`config.mk`:
```
export PLATFORM = sky130hd
export DESIGN_NAME = mem_port_arbiter
export DESIGN_NICKNAME = d
export VERILOG_FILES = /design/src/rtl/mem_arb_pkg.sv /design/src/rtl/mem_port_arbiter_rr_pick.sv /design/src/rtl/mem_port_arbiter.sv
export SDC_FILE = /design/constraint.sdc
export NUM_CORES = 1
export LEC_CHECK = 0
export ABC_AREA = 0
export BUFFER_PORTS_ARGS = -buffer_cell sky130_fd_sc_hd__buf_2
export CORE_AREA = 10 10 97 99
export DETAILED_ROUTE_END_ITERATION = 7
export DIE_AREA = 0 0 107 109
export PLACE_DENSITY = 0.72
export SETUP_SLACK_MARGIN = 0.4
export SLEW_MARGIN = 40
export SYNTH_ARGS = -nofsm -noshare
export SYNTH_HDL_FRONTEND = slang
export SYNTH_SLANG_ARGS = --single-unit
```
`constraint.sdc`:
```
create_clock -name clk -period 2 [get_ports clk]
set_clock_uncertainty 0.2 [all_clocks]
set_input_delay 0.1 -clock clk [delete_from_list [all_inputs] [get_ports clk]]
set_output_delay 0.1 -clock clk [all_outputs]
set_load 0.05 [all_outputs]
```
`src/rtl/mem_arb_pkg.sv`:
```
// rtl/mem_arb_pkg.sv - shared types and round-robin search helper for memory port arbiters
package mem_arb_pkg;

  typedef enum logic {
    ARB    = 1'b0,
    LOCKED = 1'b1
  } arb_state_t;

  localparam int MAX_REQ = 8;

  // First set bit strictly after 'last', wrapping modulo n (n <= MAX_REQ); -1 when none is set.
  function automatic int rr_search(input logic [MAX_REQ-1:0] req, input int last, input int n);
    int idx;
    rr_search = -1;
    idx = 0;
    for (int k = MAX_REQ; k >= 1; k--) begin
      if (k <= n) begin
        idx = (last + k) % n;
        if (req[idx[2:0]]) rr_search = idx;
      end
    end
  endfunction

endpackage

```
`src/rtl/mem_port_arbiter_rr_pick.sv`:
```
// rtl/mem_port_arbiter_rr_pick.sv - combinational round-robin picker over a masked request vector
module rr_pick
  import mem_arb_pkg::*;
#(
  parameter int N = 2,
  localparam int IDX_W = $clog2(N)
) (
  input  logic [N-1:0]     req,
  input  logic [IDX_W-1:0] last,
  input  logic [N-1:0]     mask,
  output logic [N-1:0]     grant,
  output logic [IDX_W-1:0] idx,
  output logic             found
);

  logic [MAX_REQ-1:0] cand;
  int                 pick;

  always_comb begin
    cand          = '0;
    cand[N-1:0]   = req & mask;
    pick          = rr_search(cand, int'(last), N);
    found         = (pick >= 0);
    idx           = found ? IDX_W'(pick) : '0;
    grant         = '0;
    if (found) grant[idx] = 1'b1;
  end

endmodule

```
`src/rtl/mem_port_arbiter.sv`:
```
// rtl/mem_port_arbiter.sv - round-robin arbiter sharing one memory data port, with lock for atomic sequences
module mem_port_arbiter
  import mem_arb_pkg::*;
#(
  parameter int NUM_REQ = 2,
  parameter int ADDR_W  = 32,
  parameter int DATA_W  = 32
) (
  input  logic                      clk,
  input  logic                      reset_n_i,
  input  logic [NUM_REQ-1:0]        req_valid_i,
  output logic [NUM_REQ-1:0]        req_ready_o,
  input  logic [NUM_REQ-1:0]        req_we_i,
  input  logic [NUM_REQ-1:0]        req_lock_i,
  input  logic [NUM_REQ*ADDR_W-1:0] req_addr_i,
  input  logic [NUM_REQ*DATA_W-1:0] req_wdata_i,
  output logic [NUM_REQ-1:0]        rsp_valid_o,
  output logic [DATA_W-1:0]         rsp_rdata_o,
  output logic [ADDR_W-1:0]         mem_addr_o,
  output logic                      mem_we_o,
  output logic [DATA_W-1:0]         mem_wdata_o,
  input  logic [DATA_W-1:0]         mem_rdata_i
);

  localparam int IDX_W = $clog2(NUM_REQ);

  arb_state_t         state, state_next;
  logic [IDX_W-1:0]   last_grant, owner, win_idx;
  logic [NUM_REQ-1:0] mask, grant;
  logic               fire;

  // While locked only the owner is eligible, even when it is idle.
  always_comb begin
    mask = '1;
    if (state == LOCKED) begin
      mask        = '0;
      mask[owner] = 1'b1;
    end
  end

  rr_pick #(.N(NUM_REQ)) u_pick (
    .req   (req_valid_i),
    .last  (last_grant),
    .mask  (mask),
    .grant (grant),
    .idx   (win_idx),
    .found (fire)
  );

  always_ff @(posedge clk or negedge reset_n_i) begin
    if (!reset_n_i) state <= ARB;
    else            state <= state_next;
  end

  // The winner's lock bit alone decides whether the port stays held.
  always_comb begin
    state_next = state;
    if (fire) state_next = req_lock_i[win_idx] ? LOCKED : ARB;
  end

  always_comb begin
    req_ready_o = grant;
    mem_addr_o  = '0;
    mem_wdata_o = '0;
    mem_we_o    = 1'b0;
    if (fire) begin
      mem_addr_o  = req_addr_i[int'(win_idx)*ADDR_W +: ADDR_W];
      mem_wdata_o = req_wdata_i[int'(win_idx)*DATA_W +: DATA_W];
      mem_we_o    = req_we_i[win_idx];
    end
  end

  always_ff @(posedge clk or negedge reset_n_i) begin
    if (!reset_n_i) begin
      last_grant <= IDX_W'(NUM_REQ - 1);
      owner      <= '0;
    end else if (fire) begin
      last_grant <= win_idx;
      if (req_lock_i[win_idx]) owner <= win_idx;
    end
  end

  // Read data is sampled before the write lands, so write responses carry the old word.
  always_ff @(posedge clk or negedge reset_n_i) begin
    if (!reset_n_i) begin
      rsp_valid_o <= '0;
      rsp_rdata_o <= '0;
    end else begin
      rsp_valid_o <= grant;
      if (fire) rsp_rdata_o <= mem_rdata_i;
    end
  end

endmodule

```
### After elaboration in Yosys (flattened, before gate mapping)

Cells that the tools add are included.

| operators by class | value |
|---|---|
| $add $sub $neg | 2 |
| $lt $le $gt $ge | 7 |
| shift-type cells | 2 |
| multiplexer cells | 21 |
| bitwise gates (word level) | 3 |
| reductions and logical operators | 3 |

Operators by type and width:

| cell | number |
|---|---|
| $mux W32 | 4 |
| $shiftx A64 B7 Y32 | 2 |
| $ge A32 B1 Y1 const B | 1 |
| $mux W1 | 11 |
| $lt A3 B4 Y1 const B | 2 |
| $bmux W1 S2 | 2 |
| $lt A1 B2 Y1 const B | 2 |
| $mux W2 | 2 |
| $add A1 B1 Y1 const B | 2 |
| $and A1 B1 Y1 const A | 2 |
| $and A2 B2 Y2 | 1 |
| $demux W1 S1 | 2 |
| $ge A1 B1 Y1 const B | 2 |
| $logic_and A1 B1 Y1 | 2 |
| $reduce_and A2 Y1 | 1 |

| word-level totals | value |
|---|---|
| flip-flop bits (word level) | 37 |
| output and inout port bits | 101 |
| logic and storage cells | 43 |

### Logic depth before layout (Yosys ltp)

Gate-level depths: netlist (run 1).

| logic depth | value |
|---|---|
| depth in word-level cells | 17 |
| depth in mapped cells | 6 |
| depth with buffers taken out | 3 |

### Hierarchy

A second synthesis (run 1) with hierarchy kept.

| unflattened totals | value |
|---|---|
| cell total of the unflattened synthesis | 233 |
| area, all modules | 2577.5 um^2 |

By module, submodules not included:

| module | times used | cells an instance | area each (um^2) |
|---|---|---|---|
| mem_port_arbiter | 1 | 227 | 2542.4 |
| rr_pick | 1 | 6 | 35.0 |

### Worst setup path before layout (run 1)

Ideal clock, no wire load.

| timing | value |
|---|---|
| kind | reg2out |
| start | register last_grant |
| end | output mem_addr_o[23] |
| data arrival time | 2.143 ns |
| required time | 1.700 ns |
| slack | -0.443 ns |
| cell stages (with the launch flop) | 5 |
| path through | dfstp_2 -> nor2_1 -> a221oi_2 -> clkbuf_1 -> a22o_1 |

| between the ends | value |
|---|---|
| word-level cells in the longest chain between the ends | 10 |
| elaborated cells on any way between the ends | 14 |
| those cells by class | add/sub (2); order compare (1); shift (1); mux (8); bitwise (2) |

Ends and longest elaborated chain:

| element | RTL line | source |
|---|---|---|
| from (decl) | mem_port_arbiter.sv:28 | `logic [IDX_W-1:0] last_grant, owner, win_idx;` |
| from (signal assigned) | mem_port_arbiter.sv:75 | `last_grant <= IDX_W'(NUM_REQ - 1);` |
| from (signal assigned) | mem_port_arbiter.sv:78 | `last_grant <= win_idx;` |
| $add A1 B1 Y1 | mem_arb_pkg.sv:18 | `idx = (last + k) % n;` |
| $and A1 B1 Y1 (no line) | - |  |
| $bmux W1 S2 | mem_arb_pkg.sv:19 | `if (req[idx[2:0]]) rr_search = idx;` |
| $mux W1 (implied by the code) | mem_arb_pkg.sv:19 |  |
| $mux W32 | mem_arb_pkg.sv:19 |  |
| $mux W32 * | mem_arb_pkg.sv:19 |  |
| $ge A32 B1 Y1 | mem_port_arbiter_rr_pick.sv:23 | `found = (pick >= 0);` |
| $mux W1 | mem_port_arbiter_rr_pick.sv:24 | `idx = found ? IDX_W'(pick) : '0;` |
| $shiftx A64 B7 Y32 | mem_port_arbiter.sv:67 | `mem_addr_o = req_addr_i[int'(win_idx)*ADDR_W +: ADDR_W];` |
| $mux W32 * | mem_port_arbiter.sv:66 | `if (fire) begin` |
| to (decl) | mem_port_arbiter.sv:19 | `output logic [ADDR_W-1:0] mem_addr_o,` |

Every way passes the cells marked *; elsewhere a longest branch is shown, timed or not. The select of a mux whose other input is x is not followed.

### Final worst setup path (run 1)

| timing | value |
|---|---|
| start | register last_grant |
| end | output mem_addr_o[22] |

The elaborated chain is that of the path after synthesis.

==> flow_summary.yaml, run 1 <==
worst_setup_path:
  start_kind: "register"
  rrSetupSlack_ns: -0.09
  worstPathRequired_ns: 1.70
  crit_type: "reg2out"
  arrival_ns: 1.88
  reg2reg_to: "rsp_rdata_o[29]$_DFFE_PN0P_"
  path_max_fanout: 19
  r2r-start: "state$_DFFE_PN0P_"
  reg2reg_depth: 7
  critPathCaptureType: "primary output"
clocking:
  htreeDepth: 2
  clk_path_buf_depth: 2
  cts.clk_slew.worst_paths_ns: 0.08
  cts_tree: "built"
  clockRootBuffer: "clkbuf_8"
  insertion_delay_ns: 0.27
  cts_made_buffers: 5
  clock-sinks: 37
synth:
  synth_area_leader_cell: "dfrtp_1"
  synth_area_per_cell_um2: 12.1
  synth_seq_area_share_pct: 44.6
  synth_top_area_share_pct: 43.4
  synth.distinct_cells: 22
  ys_ff_latch: 37
  yosysWarnings: 0
  synth_area_um2: 2080
  syn-instance-count: 172
  synth_area_leaders: "dfrtp_1 (43%), a22o_1 (28%), mux2_1 (17%), buf_2 (2.4%), dfstp_2 (1.3%)"
  synthesis.nets: 340
floorplanning:
  start_util_pct: 27.6
  die_w_um: 107
  core_area_um2: 7530
  ios: 269
  die_area_um2: 11700
  die_y_um: 109
  rows: 32
sta:
  slew_headroom_pct: 63.9
  fmax_mhz: 458
  rsz0062_at_grt: "true"
  hold_violations: 0
  slew_viol_final: 0
  fin_crit_ns: 2.18
  finalWorstSetupSlack_ns: -0.183
  finalCritPeriodShare_pct: 109
  setup_viol: 91
  hold-worst-slack_ns: 0.0272
  max_slew.worst_pin.slew_ns: 0.528
placed_design:
  dp_cells: 548
  dpl.hpwl_mm: 10.3
  port_buffers: 268
  post-place-ws_ns: 0.0230
  postPlaceCellArea_um2: 4340
  place.gp.congestion: 0.901
min_path:
  hold_start: "req_valid_i[0]"
  hold_class: "in2reg"
  holdPathStages: 3
  holdPathEnd: "rsp_valid_o[1]$_DFF_PN0_"
detailed_routing:
  wl_per_cell_um: 24.5
  via_per_inst: 4.93
  wl_met2_mm: 8.09
  wl_met1_mm: 4.99
  drt-initial-drc-count: 86
  detail-route-antenna-nets: 0
  dr.pass1.iters: 4
  drt_wl_total_mm: 15.0
  vias: 3010
  wl_met3_mm: 1.50
  highest_layer: "met4"
  drcViolationCount: 0
global_routing:
  antenna_found_initial: 3
  grt_pass1_wl_mm: 20.7
  grt_overflow_total: 0
  grt_max_degree: 38
  track_usage_pct: 23.2
  grt_pass1_vias: 3455
layout:
  final_common_cell: "buf_2"
  design_area_um2: 5670
  area_growth_pct: 173
  mostFrequentLayoutCells: "buf_2 (201), a22o_4 (57), buf_8 (42), dlygate4sd3_1 (36), dfrtp_1 (35)"
  final_net_count: 672
  layoutNonFillerInstCount: 611
  layout-drive-gt1-share_pct: 83.6
pwr:
  p_leak_nw: 2.98
  peakVddDrop_uv: 933
  power_density_nw_per_um2: 1670
job:
  max_cap_viol_count: 0
run_status:
  violations: "negative setup slack"
  status: "complete, but fails checks"
-- worst max-delay path by stage --
stage                       to  slack (ns)                   start  cells past startpoint
2_1_floorplan  mem_wdata_o[11]        0.23  last_grant$_DFFE_PN1P_                      4
3_3_place_gp    mem_wdata_o[7]        0.07  last_grant$_DFFE_PN1P_                      6
3_5_place_dp    mem_addr_o[27]        0.02       state$_DFFE_PN0P_                      6
4_1_cts         mem_addr_o[22]       -0.19  last_grant$_DFFE_PN1P_                      6
5_1_grt         mem_addr_o[22]       -0.27       state$_DFFE_PN0P_                      6
6_report        mem_addr_o[22]       -0.18  last_grant$_DFFE_PN1P_                      6
-- synth_stat cells --
cell type / n
a2111oi_0: 1
a211oi_1: 1
a211oi_2: 1
a21boi_0: 1
a21oi_1: 1
a221oi_2: 1
a22o_1: 66
a2bb2oi_1: 1
a31oi_1: 1
buf_2: 10
buf_4: 2
clkbuf_1: 6
dfrtp_1: 36
dfstp_2: 1
inv_1: 1
inv_2: 2
mux2_1: 32
nand2_1: 1
nor2_1: 3
nor2b_1: 2
o21ai_0: 1
o221ai_1: 1
-- cell families after synthesis --
family	after synthesis	share of synthesized area, %
AOI/OAI and AO/OA	76	31.9
buffers and inverters	21	4.76
DFF	37	44.6
muxes	32	17.3
and+or+nand+nor	6	1.32
-- stage by stage --
stage	utilization [%]	total power [mW]	TNS (ns)
final	75.4	9.46	-9.72
after global routing	75.3	9.83	-17.16
after CTS	73.2	9.10	-9.49
after detailed placement	57.6	7.24	0
after global placement	57.6	7.14	0
after floorplan	-	5.68	0
-- repair_timing --
item | in CTS | in global routing
hold buffers | 36 | 0
setup endpoints to repair | 99 | 99
pin swaps | 0 | 2
gates resized for setup | 180 | 32
cloned | 2 | 1
hold endpoints to repair | 71 | 0
buffers inserted | 9 | 3
-- final cells by class --
class                      count  area, um^2
antenna                        4        10.0
clock buffer                   5        68.8
clock inverter                 3        17.5
fill                         475        1850
inverter                       3        11.3
multi-input combinational    114        1730
sequential                    37         928
tap                          102         128
timing repair buffer         343        2780
-- critical path: stages, from the launching register on --
cell and delay [ns]:
dfstp_2 0.57, nor2_2 0.06, a221oi_4 0.28, buf_12 0.19, buf_16 0.17, a22o_4 0.14
buf_4 0.19
-- layer usage --
metal / vias to the layer above / GRT usage [%]
met1: 1452 / 22.9
met4: 0 / 6.19
met5: - / 0
met3: 26 / 10.9
met2: 172 / 42.7
li1: 1360 / -
-- sequential cells by signal, summed over array words and instances, names as in the netlist --
signal       flops
owner            1
rsp_rdata_o     32
last_grant       1
rsp_valid_o      2
state            1
-- where the power goes --
| part | internal [mW] | leakage (nW) | switching, mW |
|---|---|---|---|
| Clock | 0.241 | 0.0439 | 0.264 |
| Combinational | 3.27 | 2.50 | 4.35 |
| Sequential | 1.09 | 0.432 | 0.242 |
Note: power is estimated with default switching activity, not from simulation.
==> run 2: changes to the inputs <==
--- a/config.mk
+++ b/config.mk
@@ -10,6 +10,7 @@
 export CORE_AREA = 10 10 97 99
 export DETAILED_ROUTE_END_ITERATION = 7
 export DIE_AREA = 0 0 107 109
+export MAX_ROUTING_LAYER = met4
 export PLACE_DENSITY = 0.72
 export SETUP_SLACK_MARGIN = 0.4
 export SLEW_MARGIN = 40
==> flow_summary.yaml, run 2 (synthesis gave the netlist of run 1 again) <==
detailed_routing:
  wl_per_cell_um: 24.6
  detail-route-antenna-nets: 0
  drt_wl_total_mm: 15.0
  dr.pass1.iters: 4
  via_per_inst: 4.95
  drt-initial-drc-count: 91
  drcViolationCount: 0
  vias: 3023
sta:
  hold_violations: 0
  max_slew.worst_pin.slew_ns: 0.528
  rsz0062_at_grt: "true"
  finalWorstSetupSlack_ns: -0.169
  slew_headroom_pct: 63.9
  fmax_mhz: 461
  fin_crit_ns: 2.17
  finalCritPeriodShare_pct: 108
  setup_viol: 91
  slew_viol_final: 0
pwr:
  peakVddDrop_uv: 931
  p_leak_nw: 2.99
  power_density_nw_per_um2: 1670
  total_power_mw: 9.52
clocking:
  cts.clk_slew.worst_paths_ns: 0.08
  cts_tree: "built"
  htreeDepth: 2
  clk_path_buf_depth: 2
  insertion_delay_ns: 0.27
  clock-sinks: 37
  clockRootBuffer: "clkbuf_8"
  cts_made_buffers: 5
layout:
  largest_reg_flops: 32
  final_net_count: 672
  layout-drive-gt1-share_pct: 83.6
  max_flop_register: "rsp_rdata_o"
  layoutNonFillerInstCount: 611
  reg_top3: "rsp_rdata_o: 32 flops, rsp_valid_o: 2 flops"
  final_common_cell: "buf_2"
  area_growth_pct: 175
  design_area_um2: 5710
  mostFrequentLayoutCells: "buf_2 (200), a22o_4 (57), buf_8 (46), dlygate4sd3_1 (36), dfrtp_1 (35)"
  fill_cells: 473
global_routing:
  met1_usage_pct: 24.4
  grt_pass1_wl_mm: 20.7
  track_usage_pct: 23.8
  busiest_layer: "met2"
  use_met2_pct: 42.7
  grtUsageMet3_pct: 8.38
  grt_pass1_vias: 3484
  grt_overflow_total: 0
  grt_max_degree: 38
  antenna_found_initial: 3
placed_design:
  dp_cells: 548
  port_buffers: 268
  dpl.hpwl_mm: 10.3
  postPlaceCellArea_um2: 4340
  place.gp.congestion: 0.916
worst_setup_path:
  path_max_fanout: 17
  arrival_ns: 1.87
  critPathCaptureType: "primary output"
  worstPathRequired_ns: 1.70
  crit_type: "reg2out"
  start_kind: "register"
run_status:
  violations: "negative setup slack"
  status: "complete, but fails checks"
floorplanning:
  ios: 269
  die_w_um: 107
  core_area_um2: 7530
  die_y_um: 109
  start_util_pct: 27.6
  die_area_um2: 11700
  rows: 32
min_path:
  hold_class: "in2reg"
job:
  max_cap_viol_count: 0
[run 2: changes by cell type in the layout (fill, tap and decap cells not counted)]
| cell | previous run | this run |
|---|---|---|
| buf_2 | 201 | 200 |
| buf_4 | 26 | 23 |
| buf_8 | 42 | 46 |
[run 2: critical path, cell delays in order (launching register included)]
cell and delay [ns]:
dfstp_2 0.57, nor2_2 0.06, a221oi_4 0.28, buf_12 0.18, buf_12 0.16, a22o_2 0.19
buf_12 0.14
[run 2: path summary, 6_finish.rpt]
kind	start	to	slack [ns]	cells past startpoint
max in group asynchronous	reset_n_i	last_grant$_DFFE_PN1P_	1.11	2
hold / removal	req_valid_i[0]	rsp_valid_o[1]$_DFF_PN0_	0.03	3
setup reg to reg	state$_DFFE_PN0P_	rsp_rdata_o[29]$_DFFE_PN0P_	-0.09	7
hold reg to reg	rsp_rdata_o[17]$_DFFE_PN0P_	rsp_rdata_o[17]$_DFFE_PN0P_	0.31	1
min in group asynchronous	reset_n_i	rsp_rdata_o[23]$_DFFE_PN0P_	0.13	2
setup / recovery	last_grant$_DFFE_PN1P_	mem_wdata_o[8]	-0.17	6
[run 2: cell type report]
type / count / area (um^2) / share of cell area, %
clock buffers: 5 / 68.8 / 1.21
multi-input cells: 114 / 1730 / 30.3
inverters: 3 / 11.3 / 0.197
clock inverters: 3 / 17.5 / 0.307
flip-flops and latches: 37 / 928 / 16.3
well taps: 102 / 128 / 2.24
repair buffers: 343 / 2810 / 49.3
diodes: 4 / 10.0 / 0.175
[run 2: power breakdown]
| part | internal, mW | switching (mW) |
|---|---|---|
| clock network | 0.241 | 0.263 |
| logic | 3.32 | 4.37 |
| registers | 1.09 | 0.242 |
| total | 4.64 | 4.88 |
[run 2: stage by stage]
step	util [%]	TNS, ns	hold WS [ns]	worst slack (ns)
finish	75.8	-9.49	0.0273	-0.169
global route	75.8	-16.81	0.0380	-0.249
CTS	73.2	-9.49	0.0143	-0.194
detailed placement	57.6	0	0.0416	0.0230
global placement	57.6	0	0.0285	0.0728
floorplan	-	0	-0.396	0.229
[run 2: timing repair]
item / in CTS / in global routing
hold buffers: 36 / 0
gates cloned: 2 / 1
hold endpoints to repair: 71 / 0
setup endpoints to repair: 99 / 99
pin swaps: 0 / 2
setup buffers: 9 / 3
resized for setup: 180 / 42
[run 2: layer usage]
layer | up-vias | routed length (um)
met5 | - | 0
met4 | 0 | 399
met3 | 28 | 1250
met2 | 168 | 8150
met1 | 1467 | 5210
li1 | 1360 | -
